===== src/rtl/systolic_feeder.sv =====
// systolic_feeder: loads 3x3 operand matrices A (by row) and B (by column),
// then streams them skewed and zero-padded into a 3x3 systolic MAC array.
// Optional build macro: SYSTOLIC_FEEDER_REPLAY_EN keeps operands after a run
// so another start replays the same matrices without reloading.
module systolic_feeder #(
  parameter int DW    = 8,
  parameter int FLUSH = 4
) (
  input  logic            CLK,
  input  logic            RST_N,
  input  logic            ld_valid,
  output logic            ld_ready,
  input  logic [3*DW-1:0] ld_a,
  input  logic [3*DW-1:0] ld_b,
  input  logic            start,
  output logic            mac_clr,
  output logic [3*DW-1:0] a_out,
  output logic [3*DW-1:0] b_out,
  output logic            busy,
  output logic            done
);

  localparam int FW = (FLUSH > 1) ? $clog2(FLUSH) : 1;

  typedef enum logic [2:0] {
    S_IDLE, S_LOADED, S_CLEAR, S_STREAM, S_FLUSH, S_DONE
  } state_t;

  state_t          r_state;
  state_t          w_next;
  logic [1:0]      r_beat;
  logic [2:0]      r_step;
  logic [2:0]      w_nstep;
  logic [FW-1:0]   r_fcnt;
  logic [DW-1:0]   r_a [3][3];
  logic [DW-1:0]   r_b [3][3];
  logic            w_take;
  logic [1:0]      w_idx;
  logic            w_ready_d;
  logic            w_clr_d;
  logic            w_busy_d;
  logic            w_done_d;
  logic [3*DW-1:0] w_a_d;
  logic [3*DW-1:0] w_b_d;
  logic [2:0]      w_diff;
  logic [1:0]      w_k;

  // A load beat transfers only while the registered ready is high.
  assign w_take = ld_valid & ld_ready;
  // In LOADED (replay build) a beat restarts the load at row/column 0.
  assign w_idx  = (r_state == S_LOADED) ? 2'd0 : r_beat;

  // State, stream step and flush counter registers.
  always_ff @(posedge CLK or negedge RST_N) begin
    if (!RST_N) begin
      r_state <= S_IDLE;
      r_step  <= '0;
      r_fcnt  <= '0;
    end else begin
      r_state <= w_next;
      r_step  <= w_nstep;
      r_fcnt  <= (r_state == S_FLUSH) ? r_fcnt + 1'b1 : '0;
    end
  end

  // Next-state and next stream step selection.
  always_comb begin
    w_next  = r_state;
    w_nstep = '0;
    case (r_state)
      S_IDLE:   if (w_take && r_beat == 2'd2) w_next = S_LOADED;
`ifdef SYSTOLIC_FEEDER_REPLAY_EN
      S_LOADED: if (w_take) w_next = S_IDLE;
                else if (start) w_next = S_CLEAR;
`else
      S_LOADED: if (start) w_next = S_CLEAR;
`endif
      S_CLEAR:  w_next = S_STREAM;
      S_STREAM: begin
        if (r_step == 3'd4) w_next = (FLUSH == 0) ? S_DONE : S_FLUSH;
        else                w_nstep = r_step + 3'd1;
      end
      S_FLUSH:  if (r_fcnt == FW'(FLUSH - 1)) w_next = S_DONE;
`ifdef SYSTOLIC_FEEDER_REPLAY_EN
      S_DONE:   w_next = S_LOADED;
`else
      S_DONE:   w_next = S_IDLE;
`endif
      default:  w_next = S_IDLE;
    endcase
  end

  // Next values of every registered output, derived from the next state.
  always_comb begin
    w_ready_d = (w_next == S_IDLE);
`ifdef SYSTOLIC_FEEDER_REPLAY_EN
    w_ready_d = w_ready_d || (w_next == S_LOADED);
`endif
    w_clr_d  = (w_next == S_CLEAR);
    w_busy_d = (w_next == S_CLEAR) || (w_next == S_STREAM) || (w_next == S_FLUSH);
    w_done_d = (w_next == S_DONE);
    w_a_d    = '0;
    w_b_d    = '0;
    w_diff   = '0;
    w_k      = '0;
    if (w_next == S_STREAM) begin
      for (int i = 0; i < 3; i++) begin
        w_diff = w_nstep - 3'(i);
        if (w_nstep >= 3'(i) && w_diff <= 3'd2) begin
          w_k = w_diff[1:0];
          w_a_d[i*DW +: DW] = r_a[i[1:0]][w_k];
          w_b_d[i*DW +: DW] = r_b[w_k][i[1:0]];
        end
      end
    end
  end

  // Output registers; ready is the only output that is high out of reset.
  always_ff @(posedge CLK or negedge RST_N) begin
    if (!RST_N) begin
      ld_ready <= 1'b1;
      mac_clr  <= 1'b0;
      busy     <= 1'b0;
      done     <= 1'b0;
      a_out    <= '0;
      b_out    <= '0;
    end else begin
      ld_ready <= w_ready_d;
      mac_clr  <= w_clr_d;
      busy     <= w_busy_d;
      done     <= w_done_d;
      a_out    <= w_a_d;
      b_out    <= w_b_d;
    end
  end

  // Operand storage and beat counter; cleared after a run unless replaying.
  always_ff @(posedge CLK or negedge RST_N) begin
    if (!RST_N) begin
      r_beat <= '0;
      for (int r = 0; r < 3; r++) begin
        for (int c = 0; c < 3; c++) begin
          r_a[r][c] <= '0;
          r_b[r][c] <= '0;
        end
      end
    end else if (w_take) begin
      for (int c = 0; c < 3; c++) begin
        r_a[w_idx][c[1:0]] <= ld_a[c*DW +: DW];
        r_b[c[1:0]][w_idx] <= ld_b[c*DW +: DW];
      end
      if (r_state == S_LOADED) r_beat <= 2'd1;
      else                     r_beat <= (r_beat == 2'd2) ? 2'd0 : r_beat + 2'd1;
`ifndef SYSTOLIC_FEEDER_REPLAY_EN
    end else if (r_state == S_DONE) begin
      r_beat <= '0;
      for (int r = 0; r < 3; r++) begin
        for (int c = 0; c < 3; c++) begin
          r_a[r][c] <= '0;
          r_b[r][c] <= '0;
        end
      end
`endif
    end
  end

endmodule


===== config.mk =====
export PLATFORM = sky130hd
export DESIGN_NAME = systolic_feeder
export DESIGN_NICKNAME = d
export VERILOG_FILES = /design/src/rtl/systolic_feeder.sv
export SDC_FILE = /design/constraint.sdc
export NUM_CORES = 1
export LEC_CHECK = 0
export BUFFER_PORTS_ARGS = -buffer_cell sky130_fd_sc_hd__buf_2
export CAP_MARGIN = 20
export CORE_MARGIN = 2
export CORE_UTILIZATION = 30
export DETAILED_ROUTE_END_ITERATION = 7
export GPL_ROUTABILITY_DRIVEN = 0
export PLACE_DENSITY = 0.57
export SETUP_SLACK_MARGIN = 0.05
export SYNTH_ARGS = -nofsm -noshare
export SYNTH_HDL_FRONTEND = slang
export SYNTH_SLANG_ARGS = --single-unit

===== constraint.sdc =====
create_clock -name CLK -period 4.1 [get_ports CLK]
set_input_delay 1.23 -clock CLK [delete_from_list [all_inputs] [get_ports CLK]]
set_output_delay 1.23 -clock CLK [all_outputs]
set_load 0.1 [all_outputs]

# ---- Word level (Yosys, flattened, before mapping)
# Index checks and enable logic that the tools add are counted.
dict set report totals {
  register_bits 206
  input_bits 52
  output_inout_bits 52
  elab_cells 127
}
dict set report op_classes {
  n_addsub 5
  n_lt_le_gt_ge 11
  eq_ne 12
  mux 56
  n_bitwise 5
  n_reduce_logical 10
}
# operator n
set ops {}
lappend ops {{72-bit bitwise mux} 3}
lappend ops {{72-bit two-way mux} 3}
lappend ops {{24-bit binary-select mux with 2-bit select} 3}
lappend ops {{24-bit demux with 2-bit select} 3}
lappend ops {{8-bit two-way mux} 16}
lappend ops {{24-bit two-way mux} 5}
lappend ops {{24-bit bitwise mux} 3}
lappend ops {{8-bit binary-select mux with 2-bit select} 3}
lappend ops {{16-bit two-way mux} 3}
lappend ops {{3-bit two-way mux} 6}
lappend ops {{8-bit demux with 2-bit select} 1}
lappend ops {{3-bit equality test (second input constant)} 5}
lappend ops {{3-bit case mux with 5 select lines} 1}
lappend ops {{3-bit by 2-bit equality test with 1-bit output (second input constant)} 4}
lappend ops {{3-bit greater-or-equal comparator (second input constant)} 4}
lappend ops {{2-bit two-way mux} 6}
lappend ops {{2-bit inverter with 3-bit output} 4}
lappend ops {{3-bit by 2-bit <= comparator with 1-bit output (second input constant)} 3}
lappend ops {{3-bit by 1-bit greater-or-equal comparator with 1-bit output (second input constant)} 2}
lappend ops {{3-bit zero test} 2}
lappend ops {{1-bit logical AND} 5}
lappend ops {{2-bit by 1-bit adder with 2-bit output (second input constant)} 2}
lappend ops {{2-bit equality test (second input constant)} 2}
lappend ops {{3-bit by 1-bit adder with 3-bit output (second input constant)} 1}
lappend ops {{8 further kinds} 9}

# ---- Longest topological paths before layout
# Gate-level depths: netlist (run 1).
dict set report depth {
  ltp_word 11
  mapped_depth 13
  mapped_depth_nobuf 10
}

# ---- Least setup slack after synthesis (run 1)
# No wires, ideal clock.
dict set report synth_timing {
  kind {register -> register}
  start {reg r_step[0]}
  end {reg a_out[10]}
  setup_ns 0.130
  t_arrival_ns 2.642
  t_required_ns 3.970
  slack_ns 1.328
  path_stages_with_launch 14
  n_path_buf 3
  period_less_slack_ns 2.772
  path_cell_list {dfrtp_1 > inv_1 > ha_1 > a21o_1 > buf_2 > nor2_4 > clkinv_1 > clkbuf_1 > ha_1 > inv_1 > o32a_1 > o211ai_2 > buf_2 > a211oi_2}
}
dict set report synth_via {
  elab_chain_cells 10
  elab_cells_between_ends 17
  classes_between {add/sub: 2; order compare: 2; eq/ne: 2; mux: 9; bitwise: 1; reduce/logical: 1}
}
# item line
set synth_lines {}
lappend synth_lines {{start: declaration} 32} ;# logic [2:0] r_step;
lappend synth_lines {{start signal: assignment} 61} ;# r_step <= w_nstep;
lappend synth_lines {{3-bit by 1-bit adder with 3-bit output or 3-bit equality test (tied branches)} {81, 80}}
lappend synth_lines {{3-bit two-way mux} 80} ;# if (r_step == 3'd4) w_next = (FLUSH == 0) ? S_DONE : S_FLUSH;
lappend synth_lines {{3-bit two-way mux} 70} ;# case (r_state)
lappend synth_lines {{3-bit by 1-bit subtractor with 3-bit output} 108} ;# w_diff = w_nstep - 3'(i);
lappend synth_lines {{2-bit inverter with 3-bit output (not written as such)} 111} ;# w_a_d[i*DW +: DW] = r_a[i[1:0]][w_k];
lappend synth_lines {{8-bit binary-select mux with 2-bit select} 111}
lappend synth_lines {{8-bit two-way mux (not written as such) (2 in series)} 111}
lappend synth_lines {{8-bit two-way mux} 109} ;# if (w_nstep >= 3'(i) && w_diff <= 3'd2) begin
lappend synth_lines {{24-bit two-way mux (*)} 106} ;# if (w_next == S_STREAM) begin
lappend synth_lines {{named net w_a_d[10]} 43} ;# logic [3*DW-1:0] w_a_d;
lappend synth_lines {{end signal: assignment} 132} ;# a_out <= w_a_d;
lappend synth_lines {{end: declaration} 17} ;# output logic [3*DW-1:0] a_out,
# The timed path passes the listed nets; every way through them passes the cells marked *. The select of a mux whose other input is x is not followed.
# A chain may end at the register's enable or synchronous reset.

# ---- Worst setup path in the final report (run 1)
dict set report layout_timing {
  start {reg r_step[0]}
  end {reg b_out[9]}
}
dict set report layout_via {
  elab_chain_cells 10
  elab_cells_between_ends 17
  classes_between {add/sub: 2; order compare: 2; eq/ne: 2; mux: 9; bitwise: 1; reduce/logical: 1}
}
# item line
set layout_lines {}
lappend layout_lines {{3-bit by 1-bit adder with 3-bit output or 3-bit equality test (tied branches)} {81, 80}}
lappend layout_lines {{3-bit two-way mux} 80}
lappend layout_lines {{3-bit two-way mux} 70}
lappend layout_lines {{3-bit by 1-bit subtractor with 3-bit output} 108}
lappend layout_lines {{2-bit inverter with 3-bit output (not written as such)} 112} ;# w_b_d[i*DW +: DW] = r_b[w_k][i[1:0]];
lappend layout_lines {{24-bit binary-select mux with 2-bit select} 112}
lappend layout_lines {{16-bit two-way mux (not written as such) (2 in series)} 112}
lappend layout_lines {{8-bit two-way mux} 109}
lappend layout_lines {{24-bit two-way mux (*)} 106}
lappend layout_lines {{named net w_b_d[9]} 44} ;# logic [3*DW-1:0] w_b_d;
lappend layout_lines {{end signal: assignment} 133} ;# b_out <= w_b_d;
lappend layout_lines {{end: declaration} 18} ;# output logic [3*DW-1:0] b_out,
# Marked as above.

==> results.py, run 1 <==
metrics = {
    "power_and_ir_drop": {
        "power_density_mw_per_mm2": 796,
        "p_leak_nw": 5.06,
        "ir_drop_mv": 0.495,
    },
    "yosys": {
        "avgSynthCellArea_um2": 12.9,
        "yosys-top-cells-count": "205 x dfrtp_1, 144 x a22o_1, 34 x nand3_1, 26 x buf_2, 21 x clkbuf_1",
        "synth_seq_area_share_pct": 59.8,
        "yosysMostFrequentCell": "dfrtp_1",
        "synth_top_area_share_pct": 59.5,
        "syn_area_mm2": 0.00862,
        "yosys.area.top_type": "dfrtp_1",
        "synth_edf_count": 0,
        "synth.area.top_cells": "dfrtp_1 59%, a22o_1 15%, mux2_2 2.1%, a211oi_2 2.0%, nand3_1 2.0%",
        "ys_dominant_reg_cell": "dfrtp_1",
        "ys_warn_count": 0,
        "async_reset_ff_share_pct": 100,
        "synth.distinct_cells": 46,
        "synthCells": 668,
        "synth_fp_nets": 729,
        "ys_seq_elements": 206,
    },
    "global_routing": {
        "grt_pass1_vias": 6363,
        "use_met3_pct": 3.25,
        "grt_overflow": 0,
        "use_met2_pct": 25.7,
        "grt.met1_usage_pct": 25.1,
        "grt_max_degree": 76,
        "grt_util_all_layers_pct": 16.9,
        "busiest_layer": "met2",
        "antenna_found_initial": 2,
        "grt_pass1_wl_mm": 39.9,
    },
    "route": {
        "totalWireLength_mm": 25.7,
        "drtIter0Drc": 490,
        "viasPerCell": 5.31,
        "vias": 6197,
        "drc": 0,
        "detail-route-antenna-nets": 0,
        "drt_first_pass_iters": 4,
        "post_drt_wl_per_cell_um": 22.0,
    },
    "outcome": {
        "status": "complete, no violations",
    },
    "cts": {
        "cts_tree": "done",
        "cts.clk_slew.worst_paths_ps": 60,
        "clk_path_buf_depth": 3,
        "numCtsBuffers": 24,
        "postCtsSetupRepairBufs": 0,
        "htree_levels": 1,
        "numClockSinks": 206,
        "cts-root-buf": "clkbuf_16",
        "ctsHoldBuffers": 0,
        "post_cts_resized": 0,
        "clk_latency_ps": 520,
    },
    "critical_path": {
        "crit_arrival_ps": 3570,
        "startpoint_type": "flip-flop",
        "reg2reg_from": "r_step[0]",
        "rr_endpoint": "b_out[9]",
        "cp-startpoint": "r_step[0]",
        "criticalPathCategory": "flip-flop to flip-flop",
        "end_kind": "flip-flop",
        "crit_required_ps": 4520,
        "cp_max_fo": 13,
        "crit_end": "b_out[9]",
        "reg2reg_depth": 11,
        "r2r_slack_ps": 950,
    },
    "sta": {
        "slew_headroom_pct": 32.8,
        "fin_crit_sh_pct": 76.8,
        "setup-violations-final": 0,
        "rsz0062_at_grt": "false",
        "final_hold_viol_count": 0,
        "finalWorstSetupSlack_ps": 950,
        "skew_ps": 8.41,
        "worst_pin_slew_ps": 1010,
        "drv_slew": 0,
        "finalSetupTns_ps": 0,
        "period_needed_ps": 3150,
        "max_freq_ghz": 0.317,
    },
    "cells_and_area": {
        "area_growth_pct": 22.3,
        "diodes": 0,
        "fin_nets": 825,
        "drive_above_1_share_pct": 28.3,
    },
    "floorplanning": {
        "design.core.area_mm2": 0.0285,
        "die_h_um": 174,
        "start_util_pct": 30.3,
        "dieArea_mm2": 0.0301,
        "row_count": 62,
        "ios": 104,
        "die_w_um": 174,
    },
    "place": {
        "dp_hpwl_mm": 16.0,
        "io_buffers": 103,
        "pre_cts_ws_ps": 991,
    },
    "hold_path": {
        "hp-class": "flip-flop to flip-flop",
    },
    "job": {
        "maxCapViolations": 0,
    },
}
[how the worst min path moves through the flow]
stage | start | to | cells after the start
3_3_place_gp | r_fcnt[0] | r_fcnt[0] | 1
5_1_grt | r_fcnt[0] | r_fcnt[0] | 1
4_1_cts | r_fcnt[0] | r_fcnt[0] | 1
2_1_floorplan | r_fcnt[0] | r_fcnt[0] | 1
6_report | r_fcnt[0] | r_fcnt[0] | 1
3_5_place_dp | r_fcnt[0] | r_fcnt[0] | 1
[sequential cells by signal, indices dropped and copies added (netlist names)]
register,cells
r_b,72
r_step,3
b_out,24
r_state,3
r_a,72
mac_clr,1
done,1
r_beat,2
r_fcnt,2
busy,1
a_out,24
ld_ready,1
[power breakdown]
| group | internal, mW | leakage [nW] | switching [mW] |
|---|---|---|---|
| logic | 1.01 | 1.80 | 2.42 |
| clock network | 1.55 | 0.453 | 0.855 |
| registers | 2.35 | 2.81 | 0.201 |
| total | 4.91 | 5.06 | 3.48 |
[cells in the final DEF (no fill, tap or decap), types with 5 or more instances in the layout]
cell type  netlist  final
buf_4            6     25
and2_1          20     20
a21o_1          19     19
clkinv_2         0      6
nand3_1         34     34
mux2_2          16     16
bufinv_16        0      5
ha_1             9      9
buf_2           26    102
a21oi_1          9      7
o2bb2ai_1       16     16
o21ai_0         16     16
mux2i_1         16     16
a211oi_2        14     14
a22oi_1         16     16
dfrtp_1        205    205
clkbuf_8         0      8
inv_1           11     11
a22o_1         144    144
nor3_1          18     18
clkbuf_16        0     25
[routing by layer]
metal / part of all wire, % / up-vias
li1: - / 2725
met1: 48 / 3231
met2: 44 / 202
met3: 6.0 / 35
met4: 1.4 / 4
met5: 0.089 / -
[final cells by class]
type                            count  area (um^2)
Fill cell                        2801        17900
Sequential cell                   206         5160
Multi-Input combinational cell    390         3190
Timing Repair Buffer              130          759
Clock buffer                       32          722
Tap cell                          384          480
Clock inverter                     12          188
Inverter                           12         45.0
[stage by stage]
stage | power, mW | area, um^2 | cells | utilization, % | hold WS, ps
after global routing | 8.78 | 10500 | 1166 | 37.0 | 469
after floorplan | 4.81 | 8620 | 668 | - | 409
after CTS | 8.45 | 10500 | 1166 | 37.0 | 448
after detailed placement | 6.03 | 9630 | 1122 | 33.8 | 434
after global placement | 5.94 | 9600 | 1121 | 33.7 | 425
final | 8.39 | 10500 | 1166 | 37.0 | 442
[critical path: stages, from the launching register on]
cell      delay [ps]
dfrtp_1          380
inv_1             60
ha_1             250
a21o_1           210
nor2_4           320
clkinv_1         380
ha_1             310
inv_1             80
o32a_1           170
o211ai_2         380
buf_4            330
a211oi_2         150
[cells by family (layout without fill, tap and decap cells)]
logic type | after synthesis | after routing | share of synthesized area [%]
xor gates and xnor gates | 1 | 1 | 0.102
AOI/OAI and AO/OA | 248 | 248 | 24.3
buffers and inverters | 72 | 186 | 3.77
muxes | 32 | 32 | 3.95
DFF | 206 | 206 | 59.8
and+or+nand+nor | 100 | 100 | 6.75
adders and majority gates | 9 | 9 | 1.31
(Power assumes the default switching activity.)
==> inputs of run 2 (changes only) <==
- ABC_AREA: default -> 1
- clock period: 4.1 -> 3.1 ns (I/O delays scaled with it)
==> results.py, run 2 <==
metrics = {
    "cts": {
        "clk_latency_ps": 520,
        "numCtsBuffers": 23,
        "post_cts_resized": 0,
        "numClockSinks": 206,
        "postCtsSetupRepairBufs": 0,
        "cts-root-buf": "clkbuf_16",
        "cts_tree": "done",
        "htree_levels": 1,
        "cts.clk_slew.worst_paths_ps": 70,
        "clk_path_buf_depth": 3,
        "ctsHoldBuffers": 0,
    },
    "critical_path": {
        "end_kind": "flip-flop",
        "criticalPathCategory": "flip-flop to flip-flop",
        "crit_required_ps": 3470,
        "reg2reg_from": "r_step[0]",
        "cp-startpoint": "r_step[0]",
        "crit_arrival_ps": 3160,
        "r2r_slack_ps": 310,
        "cp_max_fo": 17,
        "reg2reg_depth": 12,
        "startpoint_type": "flip-flop",
        "rr_endpoint": "a_out[12]",
    },
    "yosys": {
        "yosys.area.top_type": "dfrtp_1",
        "synth.distinct_cells": 31,
        "ys_seq_elements": 206,
        "ys_warn_count": 0,
        "synth.area.top_cells": "dfrtp_1 58%, nand3_1 9.2%, inv_1 6.9%, o22ai_1 6.8%, nand2_1 5.2%",
        "ys_dominant_reg_cell": "dfrtp_1",
        "synth_edf_count": 0,
        "synth_seq_area_share_pct": 57.8,
        "async_reset_ff_share_pct": 100,
        "yosys-top-cells-count": "205 x dfrtp_1, 164 x nand3_1, 163 x inv_1, 124 x nand2_1, 97 x o22ai_1",
        "yosysMostFrequentCell": "dfrtp_1",
        "synth_fp_nets": 1059,
        "synthCells": 998,
        "syn_area_mm2": 0.00892,
        "avgSynthCellArea_um2": 8.93,
        "synth_top_area_share_pct": 57.5,
    },
    "cells_and_area": {
        "area_growth_pct": 19.7,
        "mostFrequentLayoutCells": "205 x dfrtp_1, 164 x nand3_1, 163 x inv_1",
        "nFillCells": 3101,
        "largest_registers": "r_a (72), r_b (72)",
        "final_util_pct": 36.2,
        "final_common_cell": "dfrtp_1",
        "drive_above_1_share_pct": 16.9,
        "diodes": 0,
        "fin_nets": 1146,
    },
    "global_routing": {
        "grt_pass1_vias": 7243,
        "grt_overflow": 0,
        "grt_util_all_layers_pct": 17.7,
        "antenna_found_initial": 0,
        "grt_max_degree": 88,
        "grt_pass1_wl_mm": 42.6,
    },
    "floorplanning": {
        "start_util_pct": 30.2,
        "ios": 104,
        "design.core.area_mm2": 0.0295,
        "die_w_um": 176,
        "die_h_um": 176,
        "row_count": 63,
        "dieArea_mm2": 0.0311,
    },
    "route": {
        "post_drt_wl_per_cell_um": 18.3,
        "drc": 0,
        "totalWireLength_mm": 27.3,
        "drtIter0Drc": 619,
        "viasPerCell": 4.95,
        "vias": 7378,
        "drt_first_pass_iters": 7,
        "detail-route-antenna-nets": 0,
    },
    "place": {
        "io_buffers": 103,
        "dp_hpwl_mm": 18.7,
    },
    "sta": {
        "worst_pin_slew_ps": 726,
        "finalSetupTns_ps": 0,
        "max_freq_ghz": 0.358,
        "setup-violations-final": 0,
        "fin_crit_sh_pct": 90.0,
        "drv_slew": 0,
        "rsz0062_at_grt": "false",
        "period_needed_ps": 2790,
        "final_hold_viol_count": 0,
        "skew_ps": 12.7,
        "slew_headroom_pct": 51.4,
    },
    "power_and_ir_drop": {
        "ir_drop_mv": 0.432,
        "p_int_mw": 6.62,
        "swShare_pct": 41.3,
        "power_density_mw_per_mm2": 1060,
        "p_switching_mw": 4.65,
        "clockPowerShare_pct": 26.4,
        "p_seq_share_pct": 34.9,
        "comb_power_share_pct": 38.7,
        "p_leak_nw": 5.51,
    },
    "job": {
        "maxCapViolations": 0,
    },
    "hold_path": {
        "hp-class": "input pin to async pin",
    },
    "outcome": {
        "status": "complete, no violations",
    },
}
==> run 2: changes by cell type after synthesis, sizes merged, moves of 70 or more <==
cell	change
inv	+156
a22o	-144
nand3	+131
nand2	+124
o22ai	+96
o21ai	+70
==> run 2: power groups by stage <==
stage,clock [mW],sequential (mW),combinational [mW]
4_1_cts,3.00,3.93,4.35
2_1_floorplan,0,4.35,2.65
5_1_grt,3.13,4.03,4.79
3_3_place_gp,0,3.95,4.29
3_5_place_dp,0,3.98,4.33
6_report,2.97,3.93,4.36
==> run 2: how the worst max path moves through the flow <==
| stage | end | cells past startpoint |
|---|---|---|
| 2_1_floorplan | a_out[10] | 15 |
| 6_report | a_out[12] | 12 |
| 3_3_place_gp | r_b[49] | 6 |
| 3_5_place_dp | r_a[18] | 6 |
| 4_1_cts | a_out[8] | 12 |
| 5_1_grt | b_out[15] | 11 |
==> run 2: cells by family (layout without fill, tap and decap cells) <==
group,count (synthesis),count (layout),share of synthesized area [%]
AND/OR/NAND/NOR,361,361,18.1
flip-flops,206,206,57.8
adder cells (fa/ha/maj),9,9,1.26
XOR/XNOR,1,1,0.0982
AO/OA/AOI/OAI,189,189,12.2
buffers and inverters,232,335,10.5
==> run 2: per-stage QoR <==
stage / cells / setup WS [ps] / total power, mW / hold WS, ps / area [um^2]
6_report: 1491 / 310 / 11.3 / 232 / 10700
5_1_grt: 1491 / 142 / 12.0 / 227 / 10700
4_1_cts: 1491 / 359 / 11.3 / 222 / 10700
3_5_place_dp: 1450 / 377 / 8.30 / 432 / 9850
3_3_place_gp: 1450 / 434 / 8.25 / 420 / 9850
2_1_floorplan: 998 / 489 / 7.01 / 410 / 8920
==> run 2: critical path, cell delays in order (launching register included) <==
cell and delay [ps]:
dfrtp_1 390, inv_1 60, ha_1 270, inv_1 40, nor2_2 120, inv_2 140, ha_1 330, clkinv_1 460
or2_2 480, nand2_1 110, nor2_4 90, nand3_1 90, nor2_1 70
==> run 2: routing by layer <==
metal / wire, um / part of all wire [%] / GRT usage, % / vias to the layer above
met5: 0 / 0 / 0 / -
met4: 859 / 3.1 / 5.23 / 0
met3: 1570 / 5.7 / 2.28 / 49
met2: 12600 / 46 / 28.4 / 274
met1: 12300 / 45 / 25.2 / 3608
li1: - / - / - / 3447
==> run 2: final cells by class <==
type | count | area, um^2 | area share, %
flip-flops and latches | 206 | 5160 | 48.3
inverters | 168 | 631 | 5.91
well taps | 390 | 488 | 4.57
clock inverters | 10 | 163 | 1.52
clock buffers | 31 | 666 | 6.23
multi-input cells | 560 | 2840 | 26.6
repair buffers | 126 | 734 | 6.88
